`src/rtl/multi_edge_detect_pkg.sv`:
```
// -----------------------------------------------------------------------------
// multi_edge_detect_pkg
//   Shared types and elaboration-time helpers for the multi-channel edge
//   detector.
//   - state_e       : global warm-up / run state of the detector
//   - sel_width()   : width of the counter readout select, never below 1
//   - wcnt_width()  : width of the warm-up counter for a given sync depth
// -----------------------------------------------------------------------------
package multi_edge_detect_pkg;

  typedef enum logic {
    WARMUP = 1'b0,
    RUN    = 1'b1
  } state_e;

  function automatic int sel_width(input int width);
    return (width > 1) ? $clog2(width) : 1;
  endfunction

  // Warm-up counts 0..SYNC_STAGES, so it needs room for SYNC_STAGES+1 values.
  function automatic int wcnt_width(input int stages);
    return $clog2(stages + 2);
  endfunction

endpackage

```
`src/rtl/multi_edge_detect_edge_chan.sv`:
```
// -----------------------------------------------------------------------------
// edge_chan
//   One detector channel: optional synchroniser, history register, registered
//   rise/fall pulses, sticky flags and a saturating edge counter.
//
//   Parameters: SYNC_STAGES (0 = input already synchronous), CNT_W.
//   Ports:
//     clk, rst          clock, synchronous active-high reset
//     run               detection enabled (global FSM in RUN)
//     din               raw channel input
//     clr_rise/clr_fall clear the sticky flags (a same-edge set wins)
//     cnt_clr           clear the counter (a same-edge edge leaves it at 1)
//     rise_pulse/fall_pulse  one-cycle registered edge pulses
//     rise_flag/fall_flag    sticky edge flags
//     cnt               current counter value
// -----------------------------------------------------------------------------
module edge_chan #(
  parameter int SYNC_STAGES = 2,
  parameter int CNT_W       = 8
) (
  input  logic             clk,
  input  logic             rst,
  input  logic             run,
  input  logic             din,
  input  logic             clr_rise,
  input  logic             clr_fall,
  input  logic             cnt_clr,
  output logic             rise_pulse,
  output logic             fall_pulse,
  output logic             rise_flag,
  output logic             fall_flag,
  output logic [CNT_W-1:0] cnt
);

  logic s;

  generate
    if (SYNC_STAGES == 0) begin : g_nosync
      assign s = din;
    end else begin : g_sync
      logic [SYNC_STAGES-1:0] sync_q;
      logic [SYNC_STAGES-1:0] sync_d;

      always_comb begin
        sync_d    = sync_q;
        sync_d[0] = din;
        for (int i = 1; i < SYNC_STAGES; i++) begin
          sync_d[i] = sync_q[i-1];
        end
      end

      always_ff @(posedge clk) begin
        if (rst) sync_q <= '0;
        else     sync_q <= sync_d;
      end

      assign s = sync_q[SYNC_STAGES-1];
    end
  endgenerate

  logic             hist_q, hist_d;
  logic             rise_q, rise_d;
  logic             fall_q, fall_d;
  logic             rflag_q, rflag_d;
  logic             fflag_q, fflag_d;
  logic [CNT_W-1:0] cnt_q, cnt_d;
  logic             any_edge;

  always_comb begin
    // History tracks the synchronised value even during warm-up so that the
    // first RUN comparison is against a settled value.
    hist_d   = s;
    rise_d   = run & s & ~hist_q;
    fall_d   = run & ~s & hist_q;
    any_edge = rise_d | fall_d;
    // Set dominates clear so an edge arriving with the clear is not lost.
    rflag_d  = rise_d | (rflag_q & ~clr_rise);
    fflag_d  = fall_d | (fflag_q & ~clr_fall);
    cnt_d    = cnt_q;
    if (cnt_clr) begin
      cnt_d = any_edge ? CNT_W'(1) : '0;
    end else if (any_edge && (cnt_q != '1)) begin
      cnt_d = cnt_q + CNT_W'(1);
    end
  end

  always_ff @(posedge clk) begin
    if (rst) begin
      hist_q  <= 1'b0;
      rise_q  <= 1'b0;
      fall_q  <= 1'b0;
      rflag_q <= 1'b0;
      fflag_q <= 1'b0;
      cnt_q   <= '0;
    end else begin
      hist_q  <= hist_d;
      rise_q  <= rise_d;
      fall_q  <= fall_d;
      rflag_q <= rflag_d;
      fflag_q <= fflag_d;
      cnt_q   <= cnt_d;
    end
  end

  assign rise_pulse = rise_q;
  assign fall_pulse = fall_q;
  assign rise_flag  = rflag_q;
  assign fall_flag  = fflag_q;
  assign cnt        = cnt_q;

endmodule

```
`src/rtl/multi_edge_detect.sv`:
```
// -----------------------------------------------------------------------------
// multi_edge_detect
//   WIDTH-channel rise/fall detector with per-channel sticky flags and
//   saturating edge counters, plus a global warm-up FSM that keeps detection
//   off until the synchronisers and history registers hold real data.
//
//   Ports:
//     clk, rst                synchronous active-high reset
//     in[WIDTH]               monitored signals
//     rise_pulse/fall_pulse   one-cycle edge pulses
//     rise_flag/fall_flag     sticky edge flags, cleared by clr_rise/clr_fall
//     cnt_clr[WIDTH]          per-channel counter clear
//     cnt_sel, cnt_rd_data    registered counter readout (out-of-range reads 0)
//     ready                   detection live
//
//   Optional (macro MULTI_EDGE_DETECT_IRQ_EN):
//     rise_irq_en, fall_irq_en, irq  registered OR of enabled sticky flags
// -----------------------------------------------------------------------------
module multi_edge_detect
  import multi_edge_detect_pkg::*;
#(
  parameter  int WIDTH       = 8,
  parameter  int SYNC_STAGES = 2,
  parameter  int CNT_W       = 8,
  localparam int SEL_W       = sel_width(WIDTH)
) (
  input  logic             clk,
  input  logic             rst,
  input  logic [WIDTH-1:0] in,
  output logic [WIDTH-1:0] rise_pulse,
  output logic [WIDTH-1:0] fall_pulse,
  output logic [WIDTH-1:0] rise_flag,
  output logic [WIDTH-1:0] fall_flag,
  input  logic [WIDTH-1:0] clr_rise,
  input  logic [WIDTH-1:0] clr_fall,
  input  logic [WIDTH-1:0] cnt_clr,
  input  logic [SEL_W-1:0] cnt_sel,
  output logic [CNT_W-1:0] cnt_rd_data,
  output logic             ready
`ifdef MULTI_EDGE_DETECT_IRQ_EN
  ,
  input  logic [WIDTH-1:0] rise_irq_en,
  input  logic [WIDTH-1:0] fall_irq_en,
  output logic             irq
`endif
);

  localparam int WCNT_W = wcnt_width(SYNC_STAGES);

  state_e              state_q;
  logic [WCNT_W-1:0]   wcnt_q;
  logic                ready_q;
  logic                run;

  // Warm-up lasts SYNC_STAGES+1 cycles after reset release: enough for the
  // sync chain to fill and the history register to capture its output.
  always_ff @(posedge clk) begin
    if (rst) begin
      state_q <= WARMUP;
      wcnt_q  <= '0;
      ready_q <= 1'b0;
    end else begin
      case (state_q)
        WARMUP: begin
          if (wcnt_q == WCNT_W'(SYNC_STAGES)) begin
            state_q <= RUN;
            ready_q <= 1'b1;
          end else begin
            wcnt_q <= wcnt_q + WCNT_W'(1);
          end
        end
        RUN: begin
          state_q <= RUN;
          ready_q <= 1'b1;
        end
        default: begin
          state_q <= WARMUP;
          wcnt_q  <= '0;
          ready_q <= 1'b0;
        end
      endcase
    end
  end

  assign run   = (state_q == RUN);
  assign ready = ready_q;

  logic [CNT_W-1:0] cnt_arr [WIDTH];

  generate
    for (genvar i = 0; i < WIDTH; i++) begin : g_chan
      edge_chan #(
        .SYNC_STAGES (SYNC_STAGES),
        .CNT_W       (CNT_W)
      ) u_chan (
        .clk        (clk),
        .rst        (rst),
        .run        (run),
        .din        (in[i]),
        .clr_rise   (clr_rise[i]),
        .clr_fall   (clr_fall[i]),
        .cnt_clr    (cnt_clr[i]),
        .rise_pulse (rise_pulse[i]),
        .fall_pulse (fall_pulse[i]),
        .rise_flag  (rise_flag[i]),
        .fall_flag  (fall_flag[i]),
        .cnt        (cnt_arr[i])
      );
    end
  endgenerate

  logic [CNT_W-1:0] cnt_rd_q, cnt_rd_d;

  // Loop compare rather than direct index so selects beyond WIDTH read 0.
  always_comb begin
    cnt_rd_d = '0;
    for (int i = 0; i < WIDTH; i++) begin
      if (cnt_sel == SEL_W'(i)) cnt_rd_d = cnt_arr[i];
    end
  end

  always_ff @(posedge clk) begin
    if (rst) cnt_rd_q <= '0;
    else     cnt_rd_q <= cnt_rd_d;
  end

  assign cnt_rd_data = cnt_rd_q;

`ifdef MULTI_EDGE_DETECT_IRQ_EN
  logic irq_q, irq_d;

  always_comb begin
    irq_d = |((rise_flag & rise_irq_en) | (fall_flag & fall_irq_en));
  end

  always_ff @(posedge clk) begin
    if (rst) irq_q <= 1'b0;
    else     irq_q <= irq_d;
  end

  assign irq = irq_q;
`endif

endmodule

```
`config.mk`:
```
export PLATFORM = sky130hd
export DESIGN_NAME = multi_edge_detect
export DESIGN_NICKNAME = d
export VERILOG_FILES = /design/src/rtl/multi_edge_detect_pkg.sv /design/src/rtl/multi_edge_detect_edge_chan.sv /design/src/rtl/multi_edge_detect.sv
export SDC_FILE = /design/constraint.sdc
export NUM_CORES = 1
export LEC_CHECK = 0
export BUFFER_PORTS_ARGS = -buffer_cell sky130_fd_sc_hd__buf_2
export CORE_MARGIN = 1.5
export CORE_UTILIZATION = 35
export DETAILED_ROUTE_END_ITERATION = 8
export PLACE_DENSITY_LB_ADDON = 0.2
export SLEW_MARGIN = 20
export SYNTH_ARGS = -nofsm -noshare
export SYNTH_HDL_FRONTEND = slang
export SYNTH_SLANG_ARGS = --single-unit
```
`constraint.sdc`:
```
create_clock -name clk -period 1.84 [get_ports clk]
set_input_delay 0.368 -clock clk [delete_from_list [all_inputs] [get_ports clk]]
set_output_delay 0.368 -clock clk [all_outputs]
set_load 0.005 [all_outputs]
```
==> out/summary.txt, run 1 <==
Post-synth top flop - dfxtp_1
Die height - 134 um
FILL cells - 1656
Largest net degree at the start of global routing - 31
Worst Max-Slew Pin Slew - 0.538 ns
Htree depth - 4
Distinct cells, synth - 58
Slew headroom - 63.9%
Hold_buf cts - 0
Die X - 134 um
Reg power frac - 43.4%
IO Count - 78
Vias - 5118
Vias/cell - 5.28
Final hold vios - 0
Initial DRC Count - 333
FMAX - 0.570 GHz
Ys async rst share - 0%
Initial antenna violation count - 0
DP Area - 6630 um2
Synth Register Bits - 132
Placer congestion estimate - 0.842
Max-slew violation count - 0
Clock power share - 48.2%
Power Total - 6920 uW
Worst reg-to-reg setup slack - 0.09 ns
Period utilisation layout - 95.4%
Port Buf Inserts - 77
Status - finished, final reports clean
Comb pwr share - 8.4%
CTS clk-pin slew, worst paths - 0.06 ns
Critical R2R Launch - g_chan[7].u_chan.cnt[0]
Most frequent cells in the layout - dfxtp_1 (132), buf_2 (77), nor2_1 (60)
Seq/Total Area, Yosys - 43.7%
VDD IR max - 0.000702 V
Site Rows - 47
Area Growth Syn to Fin - 19.6%
Hold Path Sink - g_chan[6].u_chan.g_sync.sync_q[0]
Final core occ - 43.3%
Clock Path Buffers - 2
Total wire length - 14800 um
Worst skew pair latency - 0.43 ns
Tmin final - 1.75 ns
WHS Path Cells - 2
Syn Area/Cell - 9.07 um2
Setup-failing EPs final - 0
Total global routing overflow - 0
Wirelength per Cell - 15.3 um
Final instance area - 7230 um2
Pwr Density - 957 nW/um2
Via count of the first global-routing pass - 4829
Lkg Pwr - 0.00298 uW
CTS Root Cell - clkbuf_16
N_diodes - 0
Die area - 18100 um2
# DRC - 0
CTS tree - yes
Hold Path Origin - in[6]
Tot GR Track Use - 17.1%
Skew final - 0.00672 ns
Most common cell after layout, fill and taps aside - dfxtp_1
Num CTS Buffers - 17
# nets final - 783
Router iterations before antenna repair - 5
Hold crit path type - primary input to flip-flop
Final ANT Viol Nets - 0
MaxCap Viol Count - 0
First-pass GRT wire length - 24100 um
Worst EP arrival - 2.11 ns
Post-Syn Nets - 712
WP data required - 2.19 ns
Synth Cell Area - 6040 um2
Gate Count Post-Synth - 666
RSZ-0062 raised after global routing - false
Starting Density - 36.2%
Sw Ratio - 26.0%
Critical path type - flip-flop to flip-flop
Internal Power - 5120 uW
Area leader, netlist - dfxtp_1
Net Sw Power - 1800 uW
Synthesis Warnings - 0
Synth top area cells - dfxtp_1 (44%), buf_4 (4.0%), nor2_1 (3.7%), mux2i_1 (3.1%), a21oi_1 (3.1%)
Reg2Reg Depth - 5
Crit path max fanout - 8
Layout cell share with drive strength beyond 1 - 22.8%
Post-synth EDFFs - 0
Worst setup SP type - flip-flop
DP HPWL - 11000 um
Reg2reg end - g_chan[7].u_chan.cnt[5]
Crit end category - flip-flop
Core footprint - 16700 um2
Clk sinks - 132
Post-synth top area share - 43.7%
==> synth_stat cells, types with 4 or more instances <==
cell type / n
ha_1: 9
nor3b_1: 19
a41o_1: 4
nor2_1: 60
mux2i_1: 19
nor3_1: 10
and2_1: 6
or2_2: 9
xnor2_1: 8
a21o_1: 16
nand3_1: 27
o31ai_1: 6
nand4_1: 16
a211oi_1: 5
nand2_1: 34
xor2_1: 7
nor2b_1: 26
or4_1: 6
o21ai_0: 33
buf_4: 32
inv_1: 17
o2111ai_1: 4
a21oi_1: 37
or3_1: 14
nand3b_1: 5
mux4_2: 8
o211ai_1: 8
and3_1: 12
a31oi_1: 10
and4_1: 6
dfxtp_1: 132
o21a_1: 4
clkbuf_1: 22
==> repair_timing <==
item,in CTS,in global routing
gates resized for setup,1,2
endpoints found under the setup margin,5,2
setup buffers,0,0
gates cloned,0,0
==> critical path, stage by stage (launching register included) <==
cell and delay (ns):
dfxtp_1 0.34, ha_1 0.21, and3_1 0.19, a211o_1 0.39, or4_1 0.48, o21ai_0 0.08
==> power groups by stage <==
stage	registers [uW]	logic [uW]	clock network, uW
final	3000	581	3340
after global routing	3010	647	3550
after CTS	3000	580	3410
after detailed placement	3070	576	0
after global placement	3060	564	0
after floorplan	3040	364	0
==> layer usage <==
layer	track usage (%)	share of wire, %
met4	6.51	1.8
met5	0	0
met2	26.5	45
met1	22.7	47
met3	4.42	6.3
==> state kept, by name (all words and copies together) (netlist names), 2 cells and up <==
name                         count
g_chan.u_chan.rise_flag          8
g_chan.u_chan.g_sync.sync_q     16
g_chan.u_chan.fall_flag          8
g_chan.u_chan.hist_q             8
g_chan.u_chan.cnt               64
g_chan.u_chan.fall_pulse         8
g_chan.u_chan.rise_pulse         8
cnt_rd_data                      8
wcnt_q                           2
==> final cells by class <==
class	instances	area [um2]	area share (%)
Multi-Input combinational cell	456	3010	41.6
Sequential cell	132	2640	36.6
Timing Repair Buffer	112	661	9.14
Clock buffer	18	439	6.08
Tap cell	220	275	3.81
Clock inverter	14	138	1.90
Inverter	18	67.6	0.935
==> worst max-delay path by stage <==
stage,from,endpoint,slack (ns),depth (start not counted)
after floorplan,g_chan[1].u_chan.g_sync.sync_q[1],g_chan[1].u_chan.cnt[7],0.16,4
after global placement,g_chan[4].u_chan.cnt[1],g_chan[4].u_chan.cnt[1],0.06,5
after detailed placement,g_chan[4].u_chan.cnt[1],g_chan[4].u_chan.cnt[1],-0.07,5
after CTS,g_chan[7].u_chan.cnt[0],g_chan[7].u_chan.cnt[5],0.09,5
after global routing,g_chan[7].u_chan.cnt[0],g_chan[7].u_chan.cnt[5],0.003,5
final,g_chan[7].u_chan.cnt[0],g_chan[7].u_chan.cnt[5],0.09,5
==> stage by stage <==
stage                     instances  hold slack [ns]  setup WS (ns)  TNS, ns
after global placement          938            0.417         0.0610        0
after floorplan                 666            0.414          0.160        0
after global routing            970            0.136        0.00309        0
after CTS                       970            0.136         0.0874        0
after detailed placement        938            0.425        -0.0703   -0.137
final                           970            0.148         0.0850        0
==> kinds of logic (layout without fill, tap and decap cells) <==
group	count (synthesis)	count (layout)	share of synthesized area, %
compound gates	143	143	15.2
xor+xnor	16	16	2.44
fa+ha+maj	9	9	1.86
buf+inv	78	162	6.90
flops	132	132	43.7
mux	28	28	6.32
simple gates	260	260	23.5
No activity file was read; power rests on OpenSTA's default activity.
==> run 2: changes to the inputs <==
- ABC_AREA: default -> 1
==> run 2 against run 1 <==
Flip-flop and latch count unchanged. First-iteration DRC count is 13% lower. Sequential power about the same. Cell count is 25% higher. Power down 0.36%. Synthesized cell count up 37%. Final area up 0.10%. Die area up 2.5%. Clock skew grew 0.0021 ns. Combinational power decreased by 11%. Wire length down 2.7%. Non-clock buffer count is 21 lower. Critical endpoint is now g_chan[6].u_chan.cnt[4]. Largest cell class unchanged.
==> out/summary.txt, run 2 <==
Sw Ratio - 25.0%
Vias - 5561
Slew headroom - 59.7%
Ys async rst share - 0%
Hold crit path type - primary input to flip-flop
Crit end category - flip-flop
Post-synth top area share - 42.6%
Register Area - 2640 um2
Clock Path Buffers - 2
WP data required - 2.16 ns
Internal Power - 5170 uW
Area Growth Syn to Fin - 16.8%
Reg2Reg Depth - 9
Worst reg-to-reg setup slack - 0.29 ns
Synth top area cells - dfxtp_1 (43%), nand2_1 (11%), nor2_1 (9.5%), inv_1 (8.2%), a21oi_1 (7.1%)
Port Buf Inserts - 77
Hold_buf cts - 0
Synthesis Warnings - 0
Hold Path Origin - in[1]
DP HPWL - 10600 um
Critical path type - flip-flop to flip-flop
Max-slew violation count - 0
Skew final - 0.00886 ns
Lkg Pwr - 0.00322 uW
Tmin final - 1.55 ns
Via count of the first global-routing pass - 4992
Post-synth EDFFs - 0
Die height - 136 um
Htree depth - 4
CTS tree - yes
Synth Register Bits - 132
Num CTS Buffers - 17
Die X - 136 um
Total wire length - 14400 um
FILL cells - 1838
Postcts setup bufs - 0
Total global routing overflow - 0
First-pass GRT wire length - 24100 um
Critical R2R Launch - g_chan[6].u_chan.cnt[0]
Final core occ - 41.8%
Pwr Density - 953 nW/um2
RSZ-0062 raised after global routing - false
VDD IR max - 0.000643 V
Seq/Total Area, Yosys - 42.6%
Initial antenna violation count - 0
Final hold vios - 0
Initial DRC Count - 290
Starting Density - 35.8%
Reg power frac - 43.4%
Crit path max fanout - 8
Final ANT Viol Nets - 0
Cell Count, Final, Fillers Out - 1209
Hold Path Sink - g_chan[1].u_chan.g_sync.sync_q[0]
Multi-input gate area - 2710 um2
Most numerous cell in the Yosys netlist - nand2_1
Syn Area/Cell - 6.80 um2
Synth Cell Area - 6200 um2
CTS clk-pin slew, worst paths - 0.06 ns
WHS Path Cells - 3
Layout cell share with drive strength beyond 1 - 14.2%
# DRC - 0
Area leader, netlist - dfxtp_1
CTS Root Cell - clkbuf_16
Synth cell count leaders - nand2_1 (188), nor2_1 (157), inv_1 (135)
Clk sinks - 132
Period utilisation layout - 84.5%
Die area - 18500 um2
Largest net degree at the start of global routing - 29
Final setup TNS - 0 ns
Wirelength per Cell - 11.9 um
Worst skew pair latency - 0.42 ns
Most common cell after layout, fill and taps aside - nand2_1
IO Count - 78
# nets final - 1018
Worst Max-Slew Pin Slew - 0.605 ns
Post-Syn Nets - 957
Distinct cells, synth - 29
Clock power share - 49.1%
FMAX - 0.643 GHz
Router iterations before antenna repair - 4
Core footprint - 17300 um2
Largest register FFs - 64
Reg2reg end - g_chan[6].u_chan.cnt[4]
N_diodes - 0
Site Rows - 48
Tot GR Track Use - 16.6%
Comb pwr share - 7.5%
Vias/cell - 4.60
MaxCap Viol Count - 0
Worst EP arrival - 1.87 ns
Setup-failing EPs final - 0
Power Total - 6890 uW
Post-synth top flop - dfxtp_1
Most frequent cells in the layout - nand2_1 (188), nor2_1 (157), inv_1 (135)
Post-CTS sizing - 0
Gate Count Post-Synth - 911
Placed cells - 1178
Worst setup SP type - flip-flop
Status - finished, final reports clean
Placer congestion estimate - 0.807
Net Sw Power - 1720 uW
run 2: cell types whose count changed in the layout (fill, tap and decap cells not counted), sizes merged, moves of 10 or more:
cell / before / now
a21o: 16 / 0
a21oi: 37 / 88
and3: 12 / 2
buf: 112 / 91
inv: 27 / 143
mux2i: 19 / 0
nand2: 34 / 194
nand3: 27 / 53
nand4: 16 / 37
nor2: 60 / 161
nor2b: 26 / 0
nor3b: 19 / 0
or3: 15 / 0
run 2: kinds of logic (layout without fill, tap and decap cells):
family	after synthesis	after routing	share of synthesized area [%]
adder cells (fa/ha/maj)	9	9	1.82
AND/OR/NAND/NOR	457	457	31.4
AO/OA/AOI/OAI	123	123	10.1
XOR/XNOR	3	3	0.424
flip-flops	132	132	42.6
buffers and inverters	187	260	13.6
run 2: worst max-delay path by stage:
stage	startpoint	endpoint	slack [ns]	cells past startpoint
finish	g_chan[6].u_chan.cnt[0]	g_chan[6].u_chan.cnt[4]	0.29	9
global route	g_chan[0].u_chan.cnt[1]	g_chan[0].u_chan.cnt[0]	0.08	9
CTS	run	g_chan[0].u_chan.cnt[2]	0.30	9
detailed placement	cnt_sel[0]	cnt_rd_data[7]	0.25	7
global placement	cnt_sel[0]	cnt_rd_data[7]	0.25	7
floorplan	g_chan[1].u_chan.cnt[0]	g_chan[1].u_chan.cnt[0]	0.50	8
run 2: stage by stage:
step                area (um2)  setup WS, ns  hold WS, ns
floorplan                 6200         0.499        0.388
global placement          6650         0.250        0.397
detailed placement        6650         0.254        0.395
CTS                       7240         0.299        0.144
global route              7240        0.0780        0.157
finish                    7240         0.286        0.157
run 2: power by group through the flow:
stage / combinational [uW] / sequential [uW] / clock [uW]
CTS: 522 / 2990 / 3460
finish: 515 / 2990 / 3390
detailed placement: 519 / 3050 / 0
global placement: 515 / 3050 / 0
floorplan: 351 / 3040 / 0
global route: 607 / 3000 / 3570
run 2: layer usage:
| layer | routed length [um] | up-vias | GRT usage (%) |
|---|---|---|---|
| met3 | 638 | 19 | 3.17 |
| li1 | - | 2979 | - |
| met1 | 7390 | 2429 | 22.9 |
| met2 | 6090 | 134 | 24.8 |
| met5 | 0 | - | 0 |
| met4 | 293 | 0 | 7.57 |
run 2: area by class of cell:
class	count	area share [%]
clock buffers	18	6.07
repair buffers	91	6.78
clock inverters	13	2.08
flip-flops and latches	132	36.5
well taps	225	3.89
inverters	138	7.16
multi-input cells	592	37.5
run 2: critical path, stage by stage (launching register included):
cell,delay (ns)
dfxtp_1,0.37
ha_1,0.23
nand2_1,0.10
inv_1,0.06
nand3_1,0.15
nand2_2,0.14
nor2_1,0.21
nand2_1,0.07
nand2_1,0.06
nor2_1,0.05
==> run 3: changes to the inputs <==
- clock period: 1.84 -> 1.5 ns (I/O delays scaled with it)
==> run 3 against run 2 <==
Hold slack worse by 0.067 ns. Die area unchanged. Final area rose by 7.3%. Critical endpoint is now g_chan[0].u_chan.cnt[1].
==> out/summary.txt, run 3 (synthesis gave the netlist of run 2 again) <==
Critical path type - flip-flop to flip-flop
FMAX - 0.721 GHz
Layout cell share with drive strength beyond 1 - 21.2%
Worst skew pair latency - 0.42 ns
Worst-path cell chain - ha_2 -> inv_1 -> nor2_2 -> nand2_1 -> nand2_2 -> buf_4 -> inv_1 -> o21ai_0 -> nor2_1
Tot GR Track Use - 16.8%
Final ANT Viol Nets - 0
Placer congestion estimate - 0.833
Largest register FFs - 64
# nets final - 1065
CTS Root Cell - clkbuf_16
Vias - 5662
Worst path slowest cell - dfxtp_1
Via count of the first global-routing pass - 5018
Status - finished, final reports clean
Area Growth Syn to Fin - 25.3%
Period utilisation layout - 92.4%
Router iterations before antenna repair - 5
Max incr delay on CP - 0.34 ns
Postcts setup bufs - 0
DP HPWL - 11000 um
Net Sw Power - 2050 uW
N_diodes - 0
Most common cell after layout, fill and taps aside - nand2_1
Total wire length - 14800 um
Clock Path Buffers - 2
Tmin final - 1.39 ns
Htree depth - 4
Total global routing overflow - 0
Initial DRC Count - 332
Slew headroom - 71.1%
Setup slack at placement - 0.00445 ns
Setup-failing EPs final - 0
Vias/cell - 4.50
Clock power share - 49.4%
CTS tree - yes
Clk sinks - 132
# DRC - 0
Lkg Pwr - 0.00348 uW
Die X - 136 um
Top cell by count, worst path - inv_1
Pwr Density - 1110 nW/um2
Hold crit path type - primary input to flip-flop
Die height - 136 um
Site Rows - 48
Worst EP arrival - 1.70 ns
Starting Density - 35.8%
WP buf/inv - 3
Worst setup SP type - flip-flop
Core footprint - 17300 um2
Internal Power - 6580 uW
Crit-path leading delay family - simple AND/OR/NAND/NOR gates
RSZ-0062 raised after global routing - true
Comb pwr share - 8.1%
IO Count - 78
Reg power frac - 42.5%
Final instance area - 7760 um2
Skew final - 0.00921 ns
Hold_buf cts - 0
Max-slew violation count - 0
MaxCap Viol Count - 0
Num CTS Buffers - 17
Final hold vios - 0
Worst Max-Slew Pin Slew - 0.432 ns
Crit path max fanout - 5
WP data required - 1.81 ns
Wirelength per Cell - 11.8 um
Most frequent cells in the layout - nand2_1 (174), nor2_1 (149), inv_1 (132)
CTS clk-pin slew, worst paths - 0.06 ns
Sw Ratio - 23.8%
First-pass GRT wire length - 24300 um
Die area - 18500 um2
Largest net degree at the start of global routing - 34
Fin worst setup slack - 0.114 ns
VDD IR max - 0.000802 V
DP Area - 7020 um2
Crit end category - flip-flop
Initial antenna violation count - 1
Port Buf Inserts - 77
## run 3: cell types whose count changed in the layout (fill, tap and decap cells not counted), sizes merged
cell      previous run  this run
buf                 91       138
bufinv               2         3
clkbuf              18        20
clkinvlp             4         3
clkinv               2         5
inv                143       139
## run 3: worst paths after layout
path | start | end | slack (ns) | cells after the start
hold reg to reg | g_chan[6].u_chan.g_sync.sync_q[0] | g_chan[6].u_chan.g_sync.sync_q[1] | 0.41 | 2
setup / recovery | g_chan[0].u_chan.cnt[1] | g_chan[0].u_chan.cnt[1] | 0.11 | 9
hold / removal | in[1] | g_chan[1].u_chan.g_sync.sync_q[0] | 0.09 | 3
setup reg to reg | g_chan[0].u_chan.cnt[1] | g_chan[0].u_chan.cnt[1] | 0.11 | 9
## run 3: power groups by stage
stage          logic (uW)  registers, uW  clock network [uW]
3_3_place_gp          680           3740                   0
5_1_grt               801           3680                4510
6_report              700           3660                4270
3_5_place_dp          682           3740                   0
2_1_floorplan         431           3730                   0
4_1_cts               685           3660                4360
## run 3: through the flow
| step | hold WS, ns | util (%) | instances | setup TNS [ns] | power, uW |
|---|---|---|---|---|---|
| after floorplan | 0.388 | - | 911 | 0 | 4160 |
| after global placement | 0.400 | 40.6 | 1225 | 0 | 4420 |
| after detailed placement | 0.396 | 40.6 | 1225 | 0 | 4420 |
| after CTS | 0.0785 | 44.1 | 1257 | 0 | 8710 |
| after global routing | 0.0846 | 44.9 | 1257 | -0.0347 | 8980 |
| final | 0.0906 | 44.9 | 1257 | 0 | 8630 |
## run 3: timing repair
item	CTS	global route
endpoints found under the setup margin	1	50
endpoints found under the hold margin	0	0
gates resized for setup	1	44
pin swaps	0	3
## run 3: layer usage
layer	up-vias	GRT usage [%]	part of all wire [%]
met3	21	3.58	3.7
li1	3074	-	-
met1	2460	23.3	51
met4	2	6.68	1.8
met2	105	25.2	43
met5	-	0	0.068
## run 3: worst reg2reg max path, cell delays in order, from the launching register on
cell,delay (ns)
dfxtp_1,0.34
ha_2,0.21
inv_1,0.06
nor2_2,0.12
nand2_1,0.08
nand2_2,0.10
buf_4,0.14
inv_1,0.04
o21ai_0,0.15
nor2_1,0.06
## run 3: cell type report
class                      count  area [um2]
clock buffer                  20         457
clock inverter                12         154
fill                        1811        9530
inverter                     138         518
multi-input combinational    592        2840
sequential                   132        2650
tap                          225         282
timing repair buffer         138         868
